==> config.mk <==
export PLATFORM = sky130hd
export DESIGN_NAME = logic_reduce_acc
export DESIGN_NICKNAME = d
export VERILOG_FILES = /design/src/rtl/logic_reduce_acc.sv
export SDC_FILE = /design/constraint.sdc
export NUM_CORES = 1
export LEC_CHECK = 0
export CAP_MARGIN = 20
export CORE_MARGIN = 4
export CORE_UTILIZATION = 40
export DETAILED_ROUTE_END_ITERATION = 6
export PLACE_DENSITY = 0.64
export SLEW_MARGIN = 5
export SYNTH_ARGS = -nofsm -noshare
export SYNTH_HDL_FRONTEND = slang
export SYNTH_SLANG_ARGS = --single-unit
==> constraint.sdc <==
create_clock -name CLK -period 1.9 [get_ports CLK]
set_input_delay 0.57 -clock CLK [delete_from_list [all_inputs] [get_ports CLK]]
set_output_delay 0.57 -clock CLK [all_outputs]
set_load 0.005 [all_outputs]
==> src/rtl/logic_reduce_acc.sv <==
// ---------------------------------------------------------------------------
// logic_reduce_acc
//
// Purpose:
//   Streaming reduction stage. Accepts a burst of WIDTH-bit words over a
//   valid/ready handshake, delimited by IN_LAST, and folds the burst into a
//   single word using the operator chosen on the first beat (AND, OR, XOR or
//   NAND). The result, the number of beats in the burst and an overflow flag
//   are presented on a second valid/ready handshake.
//
// Parameters:
//   WIDTH  data width of input and result words
//   CNT_W  width of the beat counter; the counter saturates at 2^CNT_W-1
//
// Ports:
//   CLK        clock, all state updates on the rising edge
//   RST        asynchronous, active-high reset
//   IN_VALID   input word valid
//   IN_READY   block can accept an input word (combinational)
//   IN_DATA    input word
//   IN_LAST    final word of the current burst
//   MODE       operator 00 AND, 01 OR, 10 XOR, 11 NAND (first beat only)
//   OUT_VALID  result valid
//   OUT_READY  downstream accepts the result
//   OUT_DATA   reduced result
//   OUT_COUNT  number of beats in the burst (saturating)
//   OUT_OVF    burst was longer than 2^CNT_W-1 beats
// ---------------------------------------------------------------------------
module logic_reduce_acc #(
  parameter int WIDTH = 8,
  parameter int CNT_W = 4
) (
  input  logic             CLK,
  input  logic             RST,
  input  logic             IN_VALID,
  output logic             IN_READY,
  input  logic [WIDTH-1:0] IN_DATA,
  input  logic             IN_LAST,
  input  logic [1:0]       MODE,
  output logic             OUT_VALID,
  input  logic             OUT_READY,
  output logic [WIDTH-1:0] OUT_DATA,
  output logic [CNT_W-1:0] OUT_COUNT,
  output logic             OUT_OVF
);

  typedef enum logic [1:0] {
    S_IDLE = 2'b00,
    S_ACC  = 2'b01,
    S_DONE = 2'b10
  } state_t;

  localparam logic [1:0] MODE_AND  = 2'b00;
  localparam logic [1:0] MODE_OR   = 2'b01;
  localparam logic [1:0] MODE_XOR  = 2'b10;
  localparam logic [1:0] MODE_NAND = 2'b11;

  localparam logic [CNT_W-1:0] CNT_MAX = {CNT_W{1'b1}};
  localparam logic [CNT_W-1:0] CNT_ONE = {{(CNT_W-1){1'b0}}, 1'b1};

  state_t           state_q,     state_d;
  logic [WIDTH-1:0] acc_q,       acc_d;
  logic [1:0]       mode_q,      mode_d;
  logic [CNT_W-1:0] cnt_q,       cnt_d;
  logic             ovf_q,       ovf_d;
  logic [WIDTH-1:0] out_data_q,  out_data_d;
  logic [CNT_W-1:0] out_count_q, out_count_d;
  logic             out_ovf_q,   out_ovf_d;
  logic             out_valid_q, out_valid_d;

  logic             beat_acc;

  // NAND accumulates as AND; the inversion is applied once when the result
  // is loaded, otherwise a multi-beat NAND would alternate polarity.
  function automatic logic [WIDTH-1:0] apply_op(
    input logic [1:0]       mode,
    input logic [WIDTH-1:0] a,
    input logic [WIDTH-1:0] b
  );
    logic [WIDTH-1:0] r;
    case (mode)
      MODE_OR:  r = a | b;
      MODE_XOR: r = a ^ b;
      default:  r = a & b;
    endcase
    return r;
  endfunction

  // Ready depends on RST directly so it drops the moment reset asserts,
  // without waiting for the state register to be cleared.
  assign IN_READY = (state_q != S_DONE) && !RST;
  assign beat_acc = IN_VALID && IN_READY;

  always_comb begin
    state_d     = state_q;
    acc_d       = acc_q;
    mode_d      = mode_q;
    cnt_d       = cnt_q;
    ovf_d       = ovf_q;
    out_data_d  = out_data_q;
    out_count_d = out_count_q;
    out_ovf_d   = out_ovf_q;
    out_valid_d = out_valid_q;

    case (state_q)
      S_IDLE: begin
        if (beat_acc) begin
          acc_d   = IN_DATA;
          mode_d  = MODE;
          cnt_d   = CNT_ONE;
          ovf_d   = 1'b0;
          state_d = IN_LAST ? S_DONE : S_ACC;
        end
      end
      S_ACC: begin
        if (beat_acc) begin
          acc_d = apply_op(mode_q, acc_q, IN_DATA);
          if (cnt_q != CNT_MAX) begin
            cnt_d = cnt_q + CNT_ONE;
          end else begin
            ovf_d = 1'b1;
          end
          if (IN_LAST) begin
            state_d = S_DONE;
          end
        end
      end
      S_DONE: begin
        if (out_valid_q && OUT_READY) begin
          out_valid_d = 1'b0;
          state_d     = S_IDLE;
        end
      end
      default: begin
        state_d = S_IDLE;
      end
    endcase

    // The result registers load from the post-beat accumulator values so the
    // output is visible in the cycle right after the last beat is accepted.
    if (beat_acc && IN_LAST) begin
      out_data_d  = (mode_d == MODE_NAND) ? ~acc_d : acc_d;
      out_count_d = cnt_d;
      out_ovf_d   = ovf_d;
      out_valid_d = 1'b1;
    end
  end

  always_ff @(posedge CLK or posedge RST) begin
    if (RST) begin
      state_q     <= S_IDLE;
      acc_q       <= '0;
      mode_q      <= MODE_AND;
      cnt_q       <= '0;
      ovf_q       <= 1'b0;
      out_data_q  <= '0;
      out_count_q <= '0;
      out_ovf_q   <= 1'b0;
      out_valid_q <= 1'b0;
    end else begin
      state_q     <= state_d;
      acc_q       <= acc_d;
      mode_q      <= mode_d;
      cnt_q       <= cnt_d;
      ovf_q       <= ovf_d;
      out_data_q  <= out_data_d;
      out_count_q <= out_count_d;
      out_ovf_q   <= out_ovf_d;
      out_valid_q <= out_valid_d;
    end
  end

  assign OUT_VALID = out_valid_q;
  assign OUT_DATA  = out_data_q;
  assign OUT_COUNT = out_count_q;
  assign OUT_OVF   = out_ovf_q;

endmodule

==> impl_results.md <==
* I/O Buffers at 29
* Ys flop type: dfrtp_1
* Most used cell, CP: dlygate4sd2_1
* Root Driver: clkbuf_8
* First-pass GRT wire length at 7.46 mm
* Mapped Area at 0.00202 mm^2
* Placed Cells at 309
* Number of clock sinks at 31
* Fillers at 463
* Nets at 287
* Critical path cell sequence: dlygate4sd2_1 > nor2_1 > dlygate4sd2_1
* Dominant cells by area after synthesis: dfrtp_1, mux2i_1, ha_1, inv_1, mux2_2
* Final clock skew at 0.00603 ns
* Highest clock rate at 564 MHz
* Die W at 79.0 um
* Power Dens Cells at 1200 mW/mm^2
* Post-synth EDFFs at 0
* Final setup fails at 0
* Pre-CTS setup slack at -0.479 ns
* GR Util All Layers at 15.4%
* Antenna violations before repair at 0
* Yosys top cell by area: dfrtp_1
* Num CTS Buffers at 5
* Syn nets at 232
* XOR/XNOR Fraction of Synth Area at 0%
* Hold violation count in the final report at 0
* Synth Area in Simple Gates at 13.7%
* Largest family of logic cells by synthesized area: multiplexers
* DRC at 0
* Post-DP HPWL at 3.10 mm
* Max-Cap Viols at 0
* Tmin final at 1.77 ns
* Number of global-route vias before repair at 1,567
* Htree depth at 2
* Relative slew margins at 74.2%
* GP Congestion at 0.724
* Top cell type's share of synthesized area at 38.5%
* Die Area at 0.00624 mm^2
* Crit-path max FO at 4
* Synth Register Bits at 31
* Setup crit start kind: input port
* GR Overflow Total at 0
* DRT iter0 DRCs at 63
* Outcome: complete, no violations
* Fin crit share at 93.3%
* Sequential fraction of the synthesis area at 38.5%
* Leakage at 1.29 nW
* Share of layout cells above drive strength 1 at 19.3%
* Count leader, synth: dfrtp_1
* Worst Slack Setup Final at 0.127 ns
* Tightest Hold Check Type: flip-flop to flip-flop
* Syn Area/Cell at 10.2 um^2
* Crit path kind: input port to output pin
* Compound-Gate Fraction of Synth Area at 13.1%
* Core area at 0.00482 mm^2
* Arr. time, crit path at 1.20 ns
* Synth warn at 0
* Die height at 79.0 um
* Count of cell types in the netlist at 36
* Async set-reset flop share out of synthesis at 100%
* Adder-Cell Fraction of Synth Area at 11.8%
* Post-Route WL at 4.28 mm
* Antenna-violating nets left at 0
* Clock transition at the registers of the reported paths at 0.06 ns
* Via count at 1,560
* Worst slew pin tran at 0.387 ns
* Vias per cell at 4.86
* CTS tree: done
* Worst skew pair latency at 0.28 ns
* Average wire per standard cell at 13.3 um
* Synth Instances at 198
* CP peak stage delay at 0.29 ns
* RSZ-0062 raised after global routing: false
* CP endpoint kind: output pin
* Non-filler cells, final at 321
* Initial core utilization at 41.8%
* Worst VDD drop at 0.727 mV
* Mux cell area share after synthesis at 16.0%
* DR pass1 iterations at 4
* Diodes inserted at 0
* Area Growth Syn to Fin at 34.0%
* Synth top cells by count: dfrtp_1, mux2i_1, inv_1, ha_1, nand2_1
* IO Pins at 30
* Largest net degree at the start of global routing at 32
* Max clock buf depth at 2
* Crit path required time at 1.33 ns
* Std cell rows at 25
* Slowest cell on crit path: dlygate4sd2_1
* Final slew viol count at 0
==> metrics by stage <==
stage	instance area [um^2]	total power, mW	hold slack [ns]	util (%)	TNS, ns
2_1_floorplan	2020	1.96	0.467	-	0
3_3_place_gp	2530	2.58	0.486	52.6	-7.62
3_5_place_dp	2530	2.60	0.494	52.6	-8.05
4_1_cts	2670	3.26	0.509	55.5	0
5_1_grt	2700	3.54	0.527	56.1	0
6_report	2700	3.23	0.501	56.1	0
==> cells by family after synthesis <==
family	after synthesis
AO/OA/AOI/OAI	39
adder cells (fa/ha/maj)	19
buffers and inverters	32
flip-flops	31
multiplexers	31
AND/OR/NAND/NOR	46
==> per-layer routing <==
| layer | GRT usage (%) | vias to the layer above | routed length (um) |
|---|---|---|---|
| met3 | 3.51 | 5 | 169 |
| met4 | 6.36 | 0 | 69 |
| li1 | - | 799 | - |
| met5 | 0 | - | 0 |
| met1 | 22.2 | 734 | 2160 |
| met2 | 22.0 | 22 | 1870 |
==> critical path, delay by kind of cell <==
kind	cells	cell delay (ns)
AND/OR/NAND/NOR	1	0.11
buffers and inverters	2	0.53
==> flip-flops by register name (all words and copies together) (netlist names) <==
name       count
mode_q         2
ovf_q          1
state_q        2
OUT_COUNT      4
cnt_q          4
OUT_OVF        1
OUT_DATA       8
acc_q          8
OUT_VALID      1
==> area by class of cell <==
| class | instances | area, um^2 | share of cell area [%] |
|---|---|---|---|
| multi-input cells | 135 | 1140 | 42.1 |
| flip-flops and latches | 31 | 777 | 28.8 |
| repair buffers | 55 | 508 | 18.8 |
| clock buffers | 8 | 100 | 3.71 |
| inverters | 25 | 93.8 | 3.48 |
| well taps | 67 | 83.8 | 3.10 |
==> final timing paths <==
check,end,start,depth (start not counted),slack (ns)
max,IN_READY,RST,3,0.13
max reg2reg,OUT_DATA[5],mode_q[0],7,0.17
min reg2reg,ovf_q,ovf_q,2,0.50
max in group asynchronous,state_q[1],RST,4,0.85
min,ovf_q,ovf_q,2,0.50
min in group asynchronous,OUT_DATA[5],RST,4,0.74
==> cells in the final DEF, fill, tap and decap left out, types with 5 or more instances in the layout <==
cell and n:
mux2i_1 24, buf_4 24, o21ai_0 8, clkbuf_8 7
nand2_1 11, nand2b_1 9, ha_1 19, dfrtp_1 30
a21oi_1 8, clkdlybuf4s50_1 18, nor2_1 6, dlygate4sd2_1 8
mux2_2 5, inv_1 24
==> power by group <==
| group | total, mW | switching [mW] | internal, mW |
|---|---|---|---|
| Combinational | 1.55 | 0.712 | 0.836 |
| Clock | 0.559 | 0.229 | 0.330 |
| Sequential | 1.12 | 0.205 | 0.915 |
| Total | 3.23 | 1.15 | 2.08 |
==> timing repair <==
item | 4_1_cts | 5_1_grt
setup buffers | 3 | 1
resized for setup | 17 | 6
setup endpoints to repair | 14 | 11
pin swaps | 15 | 3
cloned | 0 | 0
hold buffers | 0 | 0
Power figures use the tool's default switching activity.
